<file path="config.mk">
export PLATFORM = sky130hd
export DESIGN_NAME = sound_mixer
export DESIGN_NICKNAME = d
export VERILOG_FILES = /design/src/rtl/sound_mixer.sv
export SDC_FILE = /design/constraint.sdc
export NUM_CORES = 1
export LEC_CHECK = 0
export ABC_CLOCK_PERIOD_IN_PS = 4000
export BUFFER_PORTS_ARGS = -buffer_cell sky130_fd_sc_hd__buf_2
export CAP_MARGIN = 20
export CORE_UTILIZATION = 50
export CTS_CLUSTER_DIAMETER = 150
export DETAILED_ROUTE_END_ITERATION = 10
export PLACE_DENSITY = 0.76
export SYNTH_ARGS = -nofsm -noshare
export SYNTH_HDL_FRONTEND = slang
export SYNTH_SLANG_ARGS = --single-unit
</file>
<file path="constraint.sdc">
create_clock -name clk -period 4 [get_ports clk]
set_clock_uncertainty 0.05 [all_clocks]
set_input_delay 0.8 -clock clk [delete_from_list [all_inputs] [get_ports clk]]
set_output_delay 0.8 -clock clk [all_outputs]
set_load 0.02 [all_outputs]
</file>
<file path="src/rtl/sound_mixer.sv">
// Four-channel sound mixer. On each codec sample request it snapshots the
// channel levels and NR50/NR51/NR52 routing, accumulates a zero-centred mix
// per terminal (SO1 = right, SO2 = left), scales by terminal volume and
// presents signed PCM words with a one-cycle valid strobe.
module sound_mixer #(
  parameter int OUT_WIDTH = 20,
  parameter int OUT_SHIFT = 9
) (
  input  logic                 clk,
  input  logic                 reset_b,
  input  logic                 sample_req,
  input  logic [3:0]           ch1_level,
  input  logic [3:0]           ch2_level,
  input  logic [3:0]           ch3_level,
  input  logic [3:0]           ch4_level,
  input  logic                 ch1_on_flag,
  input  logic                 ch2_on_flag,
  input  logic                 ch3_on_flag,
  input  logic                 ch4_on_flag,
  input  logic                 SO1_ch1_enable,
  input  logic                 SO1_ch2_enable,
  input  logic                 SO1_ch3_enable,
  input  logic                 SO1_ch4_enable,
  input  logic                 SO2_ch1_enable,
  input  logic                 SO2_ch2_enable,
  input  logic                 SO2_ch3_enable,
  input  logic                 SO2_ch4_enable,
  input  logic [2:0]           SO1_output_level,
  input  logic [2:0]           SO2_output_level,
  input  logic                 sound_master_enable,
  input  logic                 overrun_clr,
  output logic [OUT_WIDTH-1:0] right_sample,
  output logic [OUT_WIDTH-1:0] left_sample,
  output logic                 sample_valid,
  output logic                 busy,
  output logic                 overrun
);

  typedef enum logic [2:0] {IDLE, ACC0, ACC1, ACC2, ACC3, SCALE, OUT} state_t;

  state_t state_q, state_d;

  // snapshot of everything the mix depends on
  logic [3:0][3:0] lvl_q;
  logic [3:0]      on_q, so1_q, so2_q;
  logic [2:0]      vol1_q, vol2_q;
  logic            master_q;

  logic signed [7:0] acc_r_q, acc_l_q;
  logic signed [9:0] prod_r_q, prod_l_q;
  logic [OUT_WIDTH-1:0] right_q, left_q;
  logic valid_q, busy_q, overrun_q;

  // channel being accumulated and its centred contribution per terminal
  logic [1:0]        idx;
  logic              acc_en;
  logic signed [5:0] c, c_r, c_l;
  logic signed [9:0] acc_r_ext, acc_l_ext, vol1_ext, vol2_ext;
  logic [OUT_WIDTH-1:0] out_r, out_l;

  // state register
  always_ff @(posedge clk or negedge reset_b) begin
    if (!reset_b) state_q <= IDLE;
    else          state_q <= state_d;
  end

  // next-state: fixed walk through the four channels, scale, output
  always_comb begin
    state_d = state_q;
    case (state_q)
      IDLE:    if (sample_req) state_d = ACC0;
      ACC0:    state_d = ACC1;
      ACC1:    state_d = ACC2;
      ACC2:    state_d = ACC3;
      ACC3:    state_d = SCALE;
      SCALE:   state_d = OUT;
      OUT:     state_d = IDLE;
      default: state_d = IDLE;
    endcase
  end

  // channel select and centred value c = 2*level - 15 (0 when channel is off)
  always_comb begin
    idx    = 2'd0;
    acc_en = 1'b1;
    case (state_q)
      ACC0:    idx = 2'd0;
      ACC1:    idx = 2'd1;
      ACC2:    idx = 2'd2;
      ACC3:    idx = 2'd3;
      default: acc_en = 1'b0;
    endcase
    c   = on_q[idx] ? ($signed({1'b0, lvl_q[idx], 1'b0}) - 6'sd15) : 6'sd0;
    c_r = so1_q[idx] ? c : 6'sd0;
    c_l = so2_q[idx] ? c : 6'sd0;
  end

  // operand widening for the volume multiply and output alignment
  always_comb begin
    acc_r_ext = {{2{acc_r_q[7]}}, acc_r_q};
    acc_l_ext = {{2{acc_l_q[7]}}, acc_l_q};
    vol1_ext  = $signed({6'd0, {1'b0, vol1_q} + 4'd1});
    vol2_ext  = $signed({6'd0, {1'b0, vol2_q} + 4'd1});
    out_r     = {{(OUT_WIDTH-10){prod_r_q[9]}}, prod_r_q} << OUT_SHIFT;
    out_l     = {{(OUT_WIDTH-10){prod_l_q[9]}}, prod_l_q} << OUT_SHIFT;
  end

  // snapshot capture, accumulate, scale and output datapath
  always_ff @(posedge clk or negedge reset_b) begin
    if (!reset_b) begin
      lvl_q    <= '0;
      on_q     <= '0;
      so1_q    <= '0;
      so2_q    <= '0;
      vol1_q   <= '0;
      vol2_q   <= '0;
      master_q <= 1'b0;
      acc_r_q  <= '0;
      acc_l_q  <= '0;
      prod_r_q <= '0;
      prod_l_q <= '0;
      right_q  <= '0;
      left_q   <= '0;
      valid_q  <= 1'b0;
    end else begin
      valid_q <= 1'b0;
      if (state_q == IDLE && sample_req) begin
        lvl_q    <= {ch4_level, ch3_level, ch2_level, ch1_level};
        on_q     <= {ch4_on_flag, ch3_on_flag, ch2_on_flag, ch1_on_flag};
        so1_q    <= {SO1_ch4_enable, SO1_ch3_enable, SO1_ch2_enable, SO1_ch1_enable};
        so2_q    <= {SO2_ch4_enable, SO2_ch3_enable, SO2_ch2_enable, SO2_ch1_enable};
        vol1_q   <= SO1_output_level;
        vol2_q   <= SO2_output_level;
        master_q <= sound_master_enable;
        acc_r_q  <= '0;
        acc_l_q  <= '0;
      end
      if (acc_en) begin
        acc_r_q <= acc_r_q + {{2{c_r[5]}}, c_r};
        acc_l_q <= acc_l_q + {{2{c_l[5]}}, c_l};
      end
      if (state_q == SCALE) begin
        prod_r_q <= acc_r_ext * vol1_ext;
        prod_l_q <= acc_l_ext * vol2_ext;
      end
      if (state_q == OUT) begin
        right_q <= master_q ? out_r : '0;
        left_q  <= master_q ? out_l : '0;
        valid_q <= 1'b1;
      end
    end
  end

  // busy tracks the registered state; overrun is sticky, set beats clear
  always_ff @(posedge clk or negedge reset_b) begin
    if (!reset_b) begin
      busy_q    <= 1'b0;
      overrun_q <= 1'b0;
    end else begin
      busy_q <= (state_d != IDLE);
      if (sample_req && state_q != IDLE) overrun_q <= 1'b1;
      else if (overrun_clr)              overrun_q <= 1'b0;
    end
  end

  assign right_sample = right_q;
  assign left_sample  = left_q;
  assign sample_valid = valid_q;
  assign busy         = busy_q;
  assign overrun      = overrun_q;

endmodule

</file>
==> results.cfg <==
[routing]
wl_per_cell_um = 12.5
wl_mm = 12.6
drc = 0
via_per_inst = 4.99
drt_iter0_markers = 196
ant_nets = 0
vias = 5029
drt-pass1-iter-count = 4

[floorplan]
start_util_pct = 52.2
die_height_um = 118
dieArea_um2 = 13900
io_pins = 82
core_um2 = 12900
rows = 41
die_w_um = 118

[clock_network]
cts_hold_buf = 0
cts_made_buffers = 9
clock_latency_ps = 350
clockBufferDepth = 2
htree_num_levels = 3
cts_tree = yes
clk_pin_slew_ps = 70
clkSinkCount = 97
ctsRootBufferMaster = clkbuf_16

[timing]
fmax_ghz = 0.258
post-route-period-util_pct = 96.8
min_period_ps = 3870
worst_slew_pin_slew_ps = 925
relSlewSlack_pct = 38.4
final-hold-violation-count = 0
drv_slew = 0
timing.hold.ws_ps = 418
setup_slack_ps = 127
setup_viol = 0

[yosys]
avgSynthCellArea_um2 = 8.77
seq_area_frac_synth_pct = 36.1
ys_top_cells_by_count = 190 x nand2_1, 97 x dfrtp_1, 57 x o21ai_0
synthesis.instances = 766
syn_area_um2 = 6720
yosysMostFrequentCell = nand2_1
synth_largest_area_cell = dfrtp_1
yosys.cell_types.count = 52
yosys-top-cells-area = dfrtp_1 36%, nand2_1 11%, ha_1 9.3%, fa_1 7.7%, o21ai_0 4.2%
ys.flop_type = dfrtp_1
ys_ff_latch = 97
async_reset_ff_share_pct = 100
synth.top_cell.area_share_pct = 36.1
synth_warnings = 0
synth_edf_count = 0

[global_route]
use_met2_pct = 31.7
grt_max_degree = 76
grt_pass1_wl_mm = 21.4
met3_usage_pct = 4.02
antenna_found_initial = 0
grt_pass1_vias = 4859
busiest_layer = met2
grt_usage_pct = 18.8
grt_overflow = 0
met1_usage_pct = 24.5

[worst_setup_path]
cp_slowest_cell = or4_1
cp_top_family = adder cells
worstReg2RegEnd = prod_r_q[9]$_DFFE_PN0N_
path_buf_inv = 1
crit-reg2reg-launch = vol1_q[0]$_DFFE_PN0P_
reg2regPathDepth = 14
crit_chain = ha_4 > xor2_4 > buf_6 > and2_1 > ha_1 > ha_4 > fa_1 > ha_1 > a21oi_2 > o21ai_2 > or4_1 > a31oi_1 > xnor3_1 > o21ai_1
startpoint_type = flip-flop
r2r_setup_slack_ps = 130
endpoint_kind = flip-flop
worstPathRequired_ps = 4220
worstSetupPathType = flip-flop to flip-flop
cp.arrival_ps = 4090
critical_path.max_fanout = 4
slowest_delay_ps = 500

[min_path]
min_to = lvl_q[12]$_DFFE_PN0P_
hold_class = flip-flop to flip-flop
hold_start = lvl_q[12]$_DFFE_PN0P_
holdPathStages = 2

[placement]
dp_hpwl_mm = 9.30
gp_congestion = 0.801
io_buffers = 63
dp.cells = 987
post-place-ws_ps = -99.2

[power]
irDropWorstVdd_v = 0.000402
power.total_w = 0.00665
p_per_area_nw_per_um2 = 858
leakagePower_nw = 3.87

[cells_and_area]
final_nets = 946
insertedDiodeCount = 0
syn2layout_area_growth_pct = 15.4
drive_gt1_share_pct = 17.6
stdcell_count = 1008
final_util_pct = 60.2

[status]
status = finished clean

[flow_run]
drv_cap = 0
-- per-stage QoR --
step	TNS, ps	area (µm²)
after CTS	0	7550
after global placement	-23.2	7240
after detailed placement	-99.9	7240
after floorplan	0	6830
final	0	7750
after global routing	-12.6	7750
-- what timing repair did --
action,in CTS,in global routing
resized for setup,3,33
cloned,0,0
buffers inserted,0,5
endpoints found under the setup margin,3,4
pin swaps,2,15
-- layout make-up --
| type | instances | area, µm² |
|---|---|---|
| inverter | 54 | 203 |
| multi-input combinational | 581 | 4100 |
| clock inverter | 5 | 55.1 |
| sequential | 97 | 2430 |
| clock buffer | 11 | 243 |
| timing repair buffer | 88 | 509 |
| fill | 1151 | 5120 |
| tap | 172 | 215 |
-- cells in the final DEF, fill, tap and decap left out, types with 3 or more instances in the layout --
master / netlist / layout
nor2b_1: 18 / 18
buf_2: 3 / 62
o22a_1: 3 / 3
inv_2: 0 / 4
or4_1: 4 / 3
a21oi_1: 14 / 13
nor3b_1: 5 / 5
dfrtp_1: 97 / 95
xor2_1: 11 / 9
clkbuf_16: 0 / 9
o311ai_0: 3 / 3
nor3_1: 8 / 8
o31ai_1: 13 / 13
a211oi_1: 4 / 4
and3_1: 6 / 4
conb_1: 1 / 18
xnor2_1: 16 / 16
mux2_2: 4 / 4
o21a_1: 9 / 9
and2_1: 42 / 40
nand3_1: 16 / 16
nand2b_1: 22 / 22
fa_1: 26 / 26
nand2_1: 190 / 189
inv_1: 54 / 50
ha_4: 0 / 11
a21o_1: 3 / 3
ha_1: 50 / 36
buf_4: 20 / 25
nor2_1: 13 / 13
ha_2: 0 / 3
o21ai_0: 57 / 53
-- where the power goes --
| part | leakage [nW] | switching (W) | total (W) | internal, W |
|---|---|---|---|---|
| clock | 0.142 | 0.000370 | 0.000870 | 0.000500 |
| sequential | 1.24 | 0.000358 | 0.00177 | 0.00142 |
| combinational | 2.49 | 0.00219 | 0.00401 | 0.00182 |
-- logic make-up (layout without fill, tap and decap cells) --
logic type / after synthesis / in the layout / synth area share (%)
AND/OR/NAND/NOR: 335 / 335 / 23.7
flip-flops: 97 / 97 / 36.1
buffers and inverters: 105 / 158 / 7.15
multiplexers: 6 / 6 / 1.15
adder cells (fa/ha/maj): 76 / 76 / 17.1
AO/OA/AOI/OAI: 117 / 117 / 10.6
other: 1 / 18 / 0.0558
XOR/XNOR: 29 / 29 / 4.19
-- how the worst max path moves through the flow --
stage | startpoint | endpoint | depth (start not counted) | slack, ps
global route | vol1_q[1]$_DFFE_PN0P_ | prod_r_q[9]$_DFFE_PN0N_ | 14 | -10
floorplan | vol1_q[0]$_DFFE_PN0P_ | prod_r_q[9]$_DFFE_PN0N_ | 15 | 6
CTS | vol2_q[0]$_DFFE_PN0P_ | prod_l_q[9]$_DFFE_PN0N_ | 14 | 20
finish | vol1_q[0]$_DFFE_PN0P_ | prod_r_q[9]$_DFFE_PN0N_ | 14 | 130
global placement | vol1_q[0]$_DFFE_PN0P_ | prod_r_q[9]$_DFFE_PN0N_ | 15 | -20
detailed placement | vol1_q[0]$_DFFE_PN0P_ | prod_r_q[9]$_DFFE_PN0N_ | 14 | -100
-- worst reg2reg max path: stages (launching register included) --
cell and delay (ps):
dfrtp_2 440, ha_4 180, xor2_4 160, buf_6 120, and2_1 140, ha_1 330
ha_4 280, fa_1 440, ha_1 320, a21oi_2 170, o21ai_2 80, or4_1 500
a31oi_1 220, xnor3_1 240, o21ai_1 110
-- layer usage --
layer | part of all wire [%] | wire, µm | up-vias
met4 | 1.2 | 149 | 0
met1 | 48 | 6020 | 2331
met2 | 47 | 5940 | 88
met5 | 0 | 0 | -
li1 | - | - | 2599
met3 | 3.6 | 453 | 11
-- sequential cells by signal (all words and copies together), names as in the netlist, 3 cells and up --
register	cells
right_sample	10
vol1_q	3
so2_q	4
on_q	4
left_sample	10
prod_r_q	10
so1_q	4
vol2_q	3
lvl_q	16
acc_r_q	8
state_q	3
prod_l_q	10
acc_l_q	8
(Power assumes the default switching activity.)
